$ cat src/rtl/div_seq.sv
// div_seq: multi-cycle restoring divider, one quotient bit per clock.
// Handles unsigned and two's-complement operands with a start/busy/done
// handshake. Divide-by-zero and signed overflow are reported as flags
// that are held together with the result.
module div_seq #(
  parameter int NUM_W = 16,
  parameter int DEN_W = 8
) (
  input  logic             clk,
  input  logic             rst_n,
  input  logic             start,
  input  logic             signed_mode,
  input  logic [NUM_W-1:0] numerator,
  input  logic [DEN_W-1:0] denominator,
  output logic             busy,
  output logic             done,
  output logic [NUM_W-1:0] quotient,
  output logic [DEN_W-1:0] remainder,
  output logic             div_by_zero,
  output logic             overflow
);

  localparam int CNT_W = $clog2(NUM_W + 1);

  typedef enum logic [1:0] {IDLE, RUN, DONE} state_t;

  state_t           state_reg;
  // The partial remainder is always below the divisor after an iteration,
  // so only DEN_W bits need to be stored; the extra bit lives in pr_shift.
  logic [DEN_W-1:0] pr_reg;
  logic [NUM_W-1:0] nq_reg;
  logic [DEN_W-1:0] den_reg;
  logic [CNT_W-1:0] cnt_reg;
  logic             sign_q_reg;
  logic             sign_r_reg;
  logic             dz_reg;
  logic             ovf_reg;

  // Operand preparation signals (used at the capture edge)
  logic             num_neg;
  logic             den_neg;
  logic [NUM_W-1:0] num_mag;
  logic [DEN_W-1:0] den_mag;
  logic             den_zero;
  logic             ovf_cond;

  // One iteration step and result formation
  logic [DEN_W:0]   pr_shift;
  logic [DEN_W:0]   diff;
  logic [DEN_W-1:0] pr_next;
  logic [NUM_W-1:0] nq_next;
  logic [NUM_W-1:0] q_final;
  logic [DEN_W-1:0] r_final;
  logic             last_step;

  // Magnitudes, signs and special-case detection for the incoming operands
  always_comb begin
    num_neg  = signed_mode & numerator[NUM_W-1];
    den_neg  = signed_mode & denominator[DEN_W-1];
    num_mag  = num_neg ? -numerator : numerator;
    den_mag  = den_neg ? -denominator : denominator;
    den_zero = (denominator == '0);
    ovf_cond = signed_mode && (numerator == {1'b1, {(NUM_W-1){1'b0}}})
               && (denominator == '1);
  end

  // Shift-subtract step; the sign of the trial difference decides the bit
  always_comb begin
    pr_shift  = {pr_reg, nq_reg[NUM_W-1]};
    diff      = pr_shift - {1'b0, den_reg};
    pr_next   = pr_shift[DEN_W-1:0];
    nq_next   = {nq_reg[NUM_W-2:0], 1'b0};
    if (!diff[DEN_W]) begin
      pr_next = diff[DEN_W-1:0];
      nq_next = {nq_reg[NUM_W-2:0], 1'b1};
    end
    q_final   = sign_q_reg ? -nq_next : nq_next;
    r_final   = sign_r_reg ? -pr_next : pr_next;
    last_step = dz_reg || (cnt_reg == CNT_W'(1));
  end

  // Control FSM, iteration registers and registered result outputs
  always_ff @(posedge clk or negedge rst_n) begin
    if (!rst_n) begin
      state_reg   <= IDLE;
      pr_reg      <= '0;
      nq_reg      <= '0;
      den_reg     <= '0;
      cnt_reg     <= '0;
      sign_q_reg  <= 1'b0;
      sign_r_reg  <= 1'b0;
      dz_reg      <= 1'b0;
      ovf_reg     <= 1'b0;
      busy        <= 1'b0;
      done        <= 1'b0;
      quotient    <= '0;
      remainder   <= '0;
      div_by_zero <= 1'b0;
      overflow    <= 1'b0;
    end else begin
      case (state_reg)
        RUN: begin
          pr_reg  <= pr_next;
          nq_reg  <= nq_next;
          cnt_reg <= cnt_reg - CNT_W'(1);
          if (last_step) begin
            state_reg <= DONE;
            busy      <= 1'b0;
            done      <= 1'b1;
            if (dz_reg) begin
              // nq_reg still holds the raw numerator in this case
              quotient    <= '1;
              remainder   <= nq_reg[DEN_W-1:0];
              div_by_zero <= 1'b1;
              overflow    <= 1'b0;
            end else if (ovf_reg) begin
              quotient    <= {1'b1, {(NUM_W-1){1'b0}}};
              remainder   <= '0;
              div_by_zero <= 1'b0;
              overflow    <= 1'b1;
            end else begin
              quotient    <= q_final;
              remainder   <= r_final;
              div_by_zero <= 1'b0;
              overflow    <= 1'b0;
            end
          end
        end
        default: begin
          // IDLE and DONE both accept a new request
          done <= 1'b0;
          if (start) begin
            state_reg  <= RUN;
            busy       <= 1'b1;
            pr_reg     <= '0;
            nq_reg     <= den_zero ? numerator : num_mag;
            den_reg    <= den_mag;
            cnt_reg    <= CNT_W'(NUM_W);
            sign_q_reg <= num_neg ^ den_neg;
            sign_r_reg <= num_neg;
            dz_reg     <= den_zero;
            ovf_reg    <= ovf_cond;
          end else begin
            state_reg <= IDLE;
          end
        end
      endcase
    end
  end

endmodule
$ cat config.mk
export PLATFORM = sky130hd
export DESIGN_NAME = div_seq
export DESIGN_NICKNAME = d
export VERILOG_FILES = /design/src/rtl/div_seq.sv
export SDC_FILE = /design/constraint.sdc
export NUM_CORES = 1
export LEC_CHECK = 0
export CAP_MARGIN = 20
export CORE_MARGIN = 2
export CORE_UTILIZATION = 57
export CTS_BUF_LIST = sky130_fd_sc_hd__clkbuf_4
export CTS_CLUSTER_DIAMETER = 30
export DETAILED_ROUTE_END_ITERATION = 10
export PLACE_DENSITY = 0.87
export REMOVE_ABC_BUFFERS = 1
export SETUP_SLACK_MARGIN = 0.1
export SLEW_MARGIN = 20
export SYNTH_ARGS = -nofsm -noshare
export SYNTH_HDL_FRONTEND = slang
export SYNTH_SLANG_ARGS = --single-unit
$ cat constraint.sdc
create_clock -name clk -period 4 [get_ports clk]
set_clock_uncertainty 0.15 [all_clocks]
set_input_delay 1.2 -clock clk [delete_from_list [all_inputs] [get_ports clk]]
set_output_delay 1.2 -clock clk [all_outputs]
set_load 0.01 [all_outputs]
* After elaboration in Yosys (flattened, before gate mapping)
Cells that the tools add are included.
** Operators by class
- Muxes and demuxes :: 28
- Multipliers :: 0
- $add $sub $neg :: 6
- Reductions and logical operators :: 8
- $lt $le $gt $ge :: 0
- Divide/modulo/power cells :: 0
- Shift operators :: 0
- Bitwise logic cells :: 4
- Equal/unequal tests :: 5
** Operator list (count)
- $mux W16 :: 7
- $mux W8 :: 7
- $neg A16 Y16 :: 2
- $eq A16 B16 Y1 const B :: 1
- $neg A8 Y8 :: 2
- $mux W1 :: 10
- $mux W5 :: 2
- $sub A9 B8 Y9 :: 1
- $eq A8 B8 Y1 const B :: 1
- $logic_not A8 Y1 :: 1
- $reduce_and A2 Y1 :: 3
- $eq A5 B1 Y1 const B :: 1
- $sub A5 B1 Y5 const B :: 1
- $mux W2 :: 2
- $and A1 B1 Y1 :: 2
- $eq A2 B1 Y1 const B :: 1
- $logic_and A1 B1 Y1 :: 2
- $ne A2 B2 Y1 const B :: 1
- $reduce_bool A2 Y1 :: 1
- $logic_or A1 B1 Y1 :: 1
- $not A1 Y1 :: 1
- $xor A1 B1 Y1 :: 1
** Word-level totals
- Memories kept :: 0
- Bits in read-only memories :: 0
- Register bits after elaboration :: 71
- Bits in latches :: 0
- Output and inout bits :: 28
- Memory bits (writable) :: 0
- Logic and storage cells :: 66

* Longest topological paths before layout
- Depth after elaboration :: 6
- Gate-level depth with buffers :: 17
- Mapped depth without buffers :: 16

* Least setup slack after synthesis
OpenSTA, ideal clock, no wires.
- Path kind :: reg-to-reg
- Start :: reg nq_reg[15]
- End :: reg remainder[6]
- Arrival :: 2903 ps
- Slack :: 818 ps
- Library setup time :: 129 ps
- Path buffers :: 1
- Stages on the path, launching flop included :: 17
- Cell sequence :: dfrtp_1 > inv_1 > ha_1 > inv_1 > fa_1 > a21o_1 > nand4_1 > a21oi_1 > nor3_1 > buf_2 > inv_2 > mux2i_1 > ha_1 > inv_1 > o31ai_1 > xnor2_1 > o21ai_0
** On the way
- Cells in the longest elaborated chain, start to end :: 6
** RTL lines
- from (decl) :: RTL line 31 : logic [NUM_W-1:0] nq_reg;
- from (signal assigned) :: RTL line 104 : nq_reg <= nq_next;
- from (signal assigned) :: RTL line 136 : nq_reg <= den_zero ? numerator : num_mag;
- $sub A9 B8 Y9 :: RTL line 70 : diff = pr_shift - {1'b0, den_reg};
- $mux W8 * :: RTL line 73 : if (!diff[DEN_W]) begin
- $neg A8 Y8 :: RTL line 78 : r_final = sign_r_reg ? -pr_next : pr_next;
- $mux W8 * :: RTL line 78
- $mux W8 * :: RTL line 116 : end else if (ovf_reg) begin
- $mux W8 * :: RTL line 110 : if (dz_reg) begin
- to (signal assigned) :: RTL line 113 : remainder <= nq_reg[DEN_W-1:0];
- to (signal assigned) :: RTL line 123 : remainder <= r_final;
- to (decl) :: RTL line 18 : output logic [DEN_W-1:0] remainder,
Every way passes the cells marked *; elsewhere a longest branch is shown, timed or not.
A chain may end at the register's enable or synchronous reset.

* Worst setup path after layout
- Start :: reg nq_reg[15]
- End :: reg quotient[9]
** On the way
- Cells in the longest elaborated chain, start to end :: 6
** RTL lines
- $sub A9 B8 Y9 :: RTL line 70
- $mux W1 :: RTL line 73
- $neg A16 Y16 :: RTL line 77 : q_final = sign_q_reg ? -nq_next : nq_next;
- $mux W16 :: RTL line 77
- $mux W16 :: RTL line 116
- $mux W16 :: RTL line 110
- to (signal assigned) :: RTL line 117 : quotient <= {1'b1, {(NUM_W-1){1'b0}}};
- to (signal assigned) :: RTL line 122 : quotient <= q_final;
- to (decl) :: RTL line 17 : output logic [NUM_W-1:0] quotient,
No other way between the ends.

==> impl_metrics.toml <==
[global_routing]
grt_pass1_vias = 3837
antenna_found_initial = 0
grt_usage_pct = 26.8
grt_pass1_wl_mm = 18.0
grt_overflow_total = 0
grt_start_max_net_pins = 37

[clock_network]
cts-htree-levels = 3
post_cts_resized = 0
hold_buffers = 0
clock_sinks = 70
clockBufferDepth = 2
cts-root-buf = "clkbuf_4"
post-cts-setup-buffers = 0
insertion_delay_ns = 0.43
clkSlewWorstSetupHoldPaths_ns = 0.13
cts_tree = "yes"
numCtsBuffers = 9

[routing]
routed_via_density = 5.98
postRouteAntennaNets = 0
via_count = 3998
dr.pass1.iters = 7
wl_per_cell_um = 16.2
totalWireLength_mm = 10.8
first_iter_violations = 360
drc = 0

[synth]
ys_ff_latch = 70
synth_edf_count = 0
yosysSeqAreaShare_pct = 39.8
syn_area_per_cell_um2 = 8.55
ys_async_sr_fraction_pct = 100
syn_area_um2 = 4400
yosysWarningCount = 0
yosysUniqueCellTypes = 49
ys.flop_type = "dfrtp_1"
netlist_instances = 514

[sta]
hold_ws_ns = 0.346
slew_violations = 0
fin_setup_tns_ns = 0
min_period_over_period_pct = 86.1
min_period_ns = 3.45
worst_slew_pin_slew_ns = 0.714
setup_viol = 0
max_freq_ghz = 0.290
slew_headroom_pct = 51.8
rsz0062_at_grt = "false"
hold_violations = 0

[power_and_ir_drop]
p_per_area_nw_per_um2 = 906
peakVddDrop_mv = 0.401
power_mw = 4.72
leakage_nw = 2.18

[worst_setup_path]
cp.depth = 13
cp_max_fo = 11
r2r_end = "quotient[9]"
cpMaxStageDelayCell = "or4_1"
cp_data_arrival_time_ns = 3.61
crit_start = "nq_reg[15]"
r2r_cells = 13
path_buf_inv = 3
slowest_delay_ns = 0.58
cp_common_cell = "inv_1"
crit_type = "reg -> reg"
crit_chain = "inv_1 > ha_1 > inv_1 > fa_1 > a21o_1 > nand4_1 > and3_1 > nor3_1 > buf_4 > or4_1 > o41ai_1 > xor2_1 > a21oi_1"
endpoint = "quotient[9]"
r2r_start = "nq_reg[15]"
worstSetupEndpointType = "flop"
cp_top_family = "simple AND/OR/NAND/NOR gates"
startpoint_type = "flop"
cp.required_ns = 4.16
ff2ff_setup_slack_ns = 0.55

[final_layout]
design_area_um2 = 5210
antenna_cells = 0
layout_common_cells = "86 x o21ai_0, 82 x nand2_1, 70 x dfrtp_1"
fillers = 581
final_nets = 606
final_common_cell = "o21ai_0"
drive_above_1_share_pct = 6.17
synthToLayoutAreaGrowth_pct = 18.6
fin_util_pct = 68.5

[run]
maxCapViolations = 0

[floorplanning]
die_x_um = 91.8
core_area_um2 = 7610
design.die.area_um2 = 8430
start_util_pct = 57.8
die_h_um = 91.8
num_rows = 32
pin_count = 56

[place]
gp_congestion = 0.849
dp_hpwl_mm = 7.87
port_buffers = 55
place_area_um2 = 5030

[min_path]
hp-class = "reg -> reg"
whs_path_depth = 1

[outcome]
status = "complete, no violations"
[worst min path at each step]
| stage | end | start | slack [ns] |
|---|---|---|---|
| 6_report | cnt_reg[4] | cnt_reg[4] | 0.35 |
| 3_3_place_gp | div_by_zero | div_by_zero | 0.31 |
| 2_1_floorplan | cnt_reg[4] | cnt_reg[4] | 0.29 |
| 4_1_cts | cnt_reg[4] | cnt_reg[4] | 0.34 |
| 5_1_grt | cnt_reg[4] | cnt_reg[4] | 0.36 |
| 3_5_place_dp | cnt_reg[4] | cnt_reg[4] | 0.32 |
[synth_stat cells, types with 4 or more instances]
cell type	n	area share, %
inv_1	22	1.9
o211ai_1	4	0.68
o21a_1	10	1.7
nand2_1	82	7.0
dfrtp_1	70	40
mux2i_1	11	2.5
ha_1	15	4.3
nand3_1	6	0.68
nor2b_1	5	0.71
o21ai_0	86	9.8
xor2_1	29	5.8
nor3_1	7	0.80
buf_2	4	0.46
a21oi_1	21	2.4
nand2b_1	5	0.71
nand3b_1	9	1.5
xnor2_1	17	3.4
nor2_1	26	2.2
clkbuf_1	20	1.7
or4_1	7	1.2
o31ai_1	15	2.6
[cell type report]
class	instances	area (um^2)	area share (%)
well taps	102	128	2.45
flip-flops and latches	70	1750	33.6
inverters	23	86.3	1.66
repair buffers	64	613	11.8
clock buffers	9	67.6	1.30
clock inverters	7	120	2.30
multi-input cells	394	2450	46.9
[routing by layer]
| layer | GRT usage, % | wire length, um | vias to the layer above |
|---|---|---|---|
| li1 | - | - | 1910 |
| met1 | 35.6 | 4440 | 1894 |
| met2 | 43.6 | 5360 | 170 |
| met3 | 6.24 | 803 | 24 |
| met4 | 8.83 | 233 | 0 |
| met5 | 0 | 0 | - |
[stage by stage]
stage / setup WS (ns) / std cells
floorplan: 0.228 / 487
global placement: 0.339 / 653
detailed placement: 0.242 / 653
CTS: 0.584 / 669
global route: 0.299 / 669
finish: 0.554 / 669
[power breakdown]
| part | internal [mW] | switching [mW] | total, mW |
|---|---|---|---|
| registers | 1.05 | 0.343 | 1.39 |
| logic | 1.22 | 1.52 | 2.74 |
| clock network | 0.319 | 0.275 | 0.595 |
[worst register-to-register path, stage by stage (launching register included)]
cell and delay (ns):
dfrtp_1 0.41, inv_1 0.09, ha_1 0.16, inv_1 0.05
fa_1 0.40, a21o_1 0.19, nand4_1 0.13, and3_1 0.19
nor3_1 0.08, buf_4 0.20, or4_1 0.58, o41ai_1 0.43
xor2_1 0.18, a21oi_1 0.08
[logic make-up after synthesis]
group	share of synthesized area, %
fa+ha+maj	4.72
flops	39.8
buf+inv	4.55
simple gates	17.5
mux	2.76
xor+xnor	9.16
compound gates	21.5
Power figures use the tool's default switching activity.
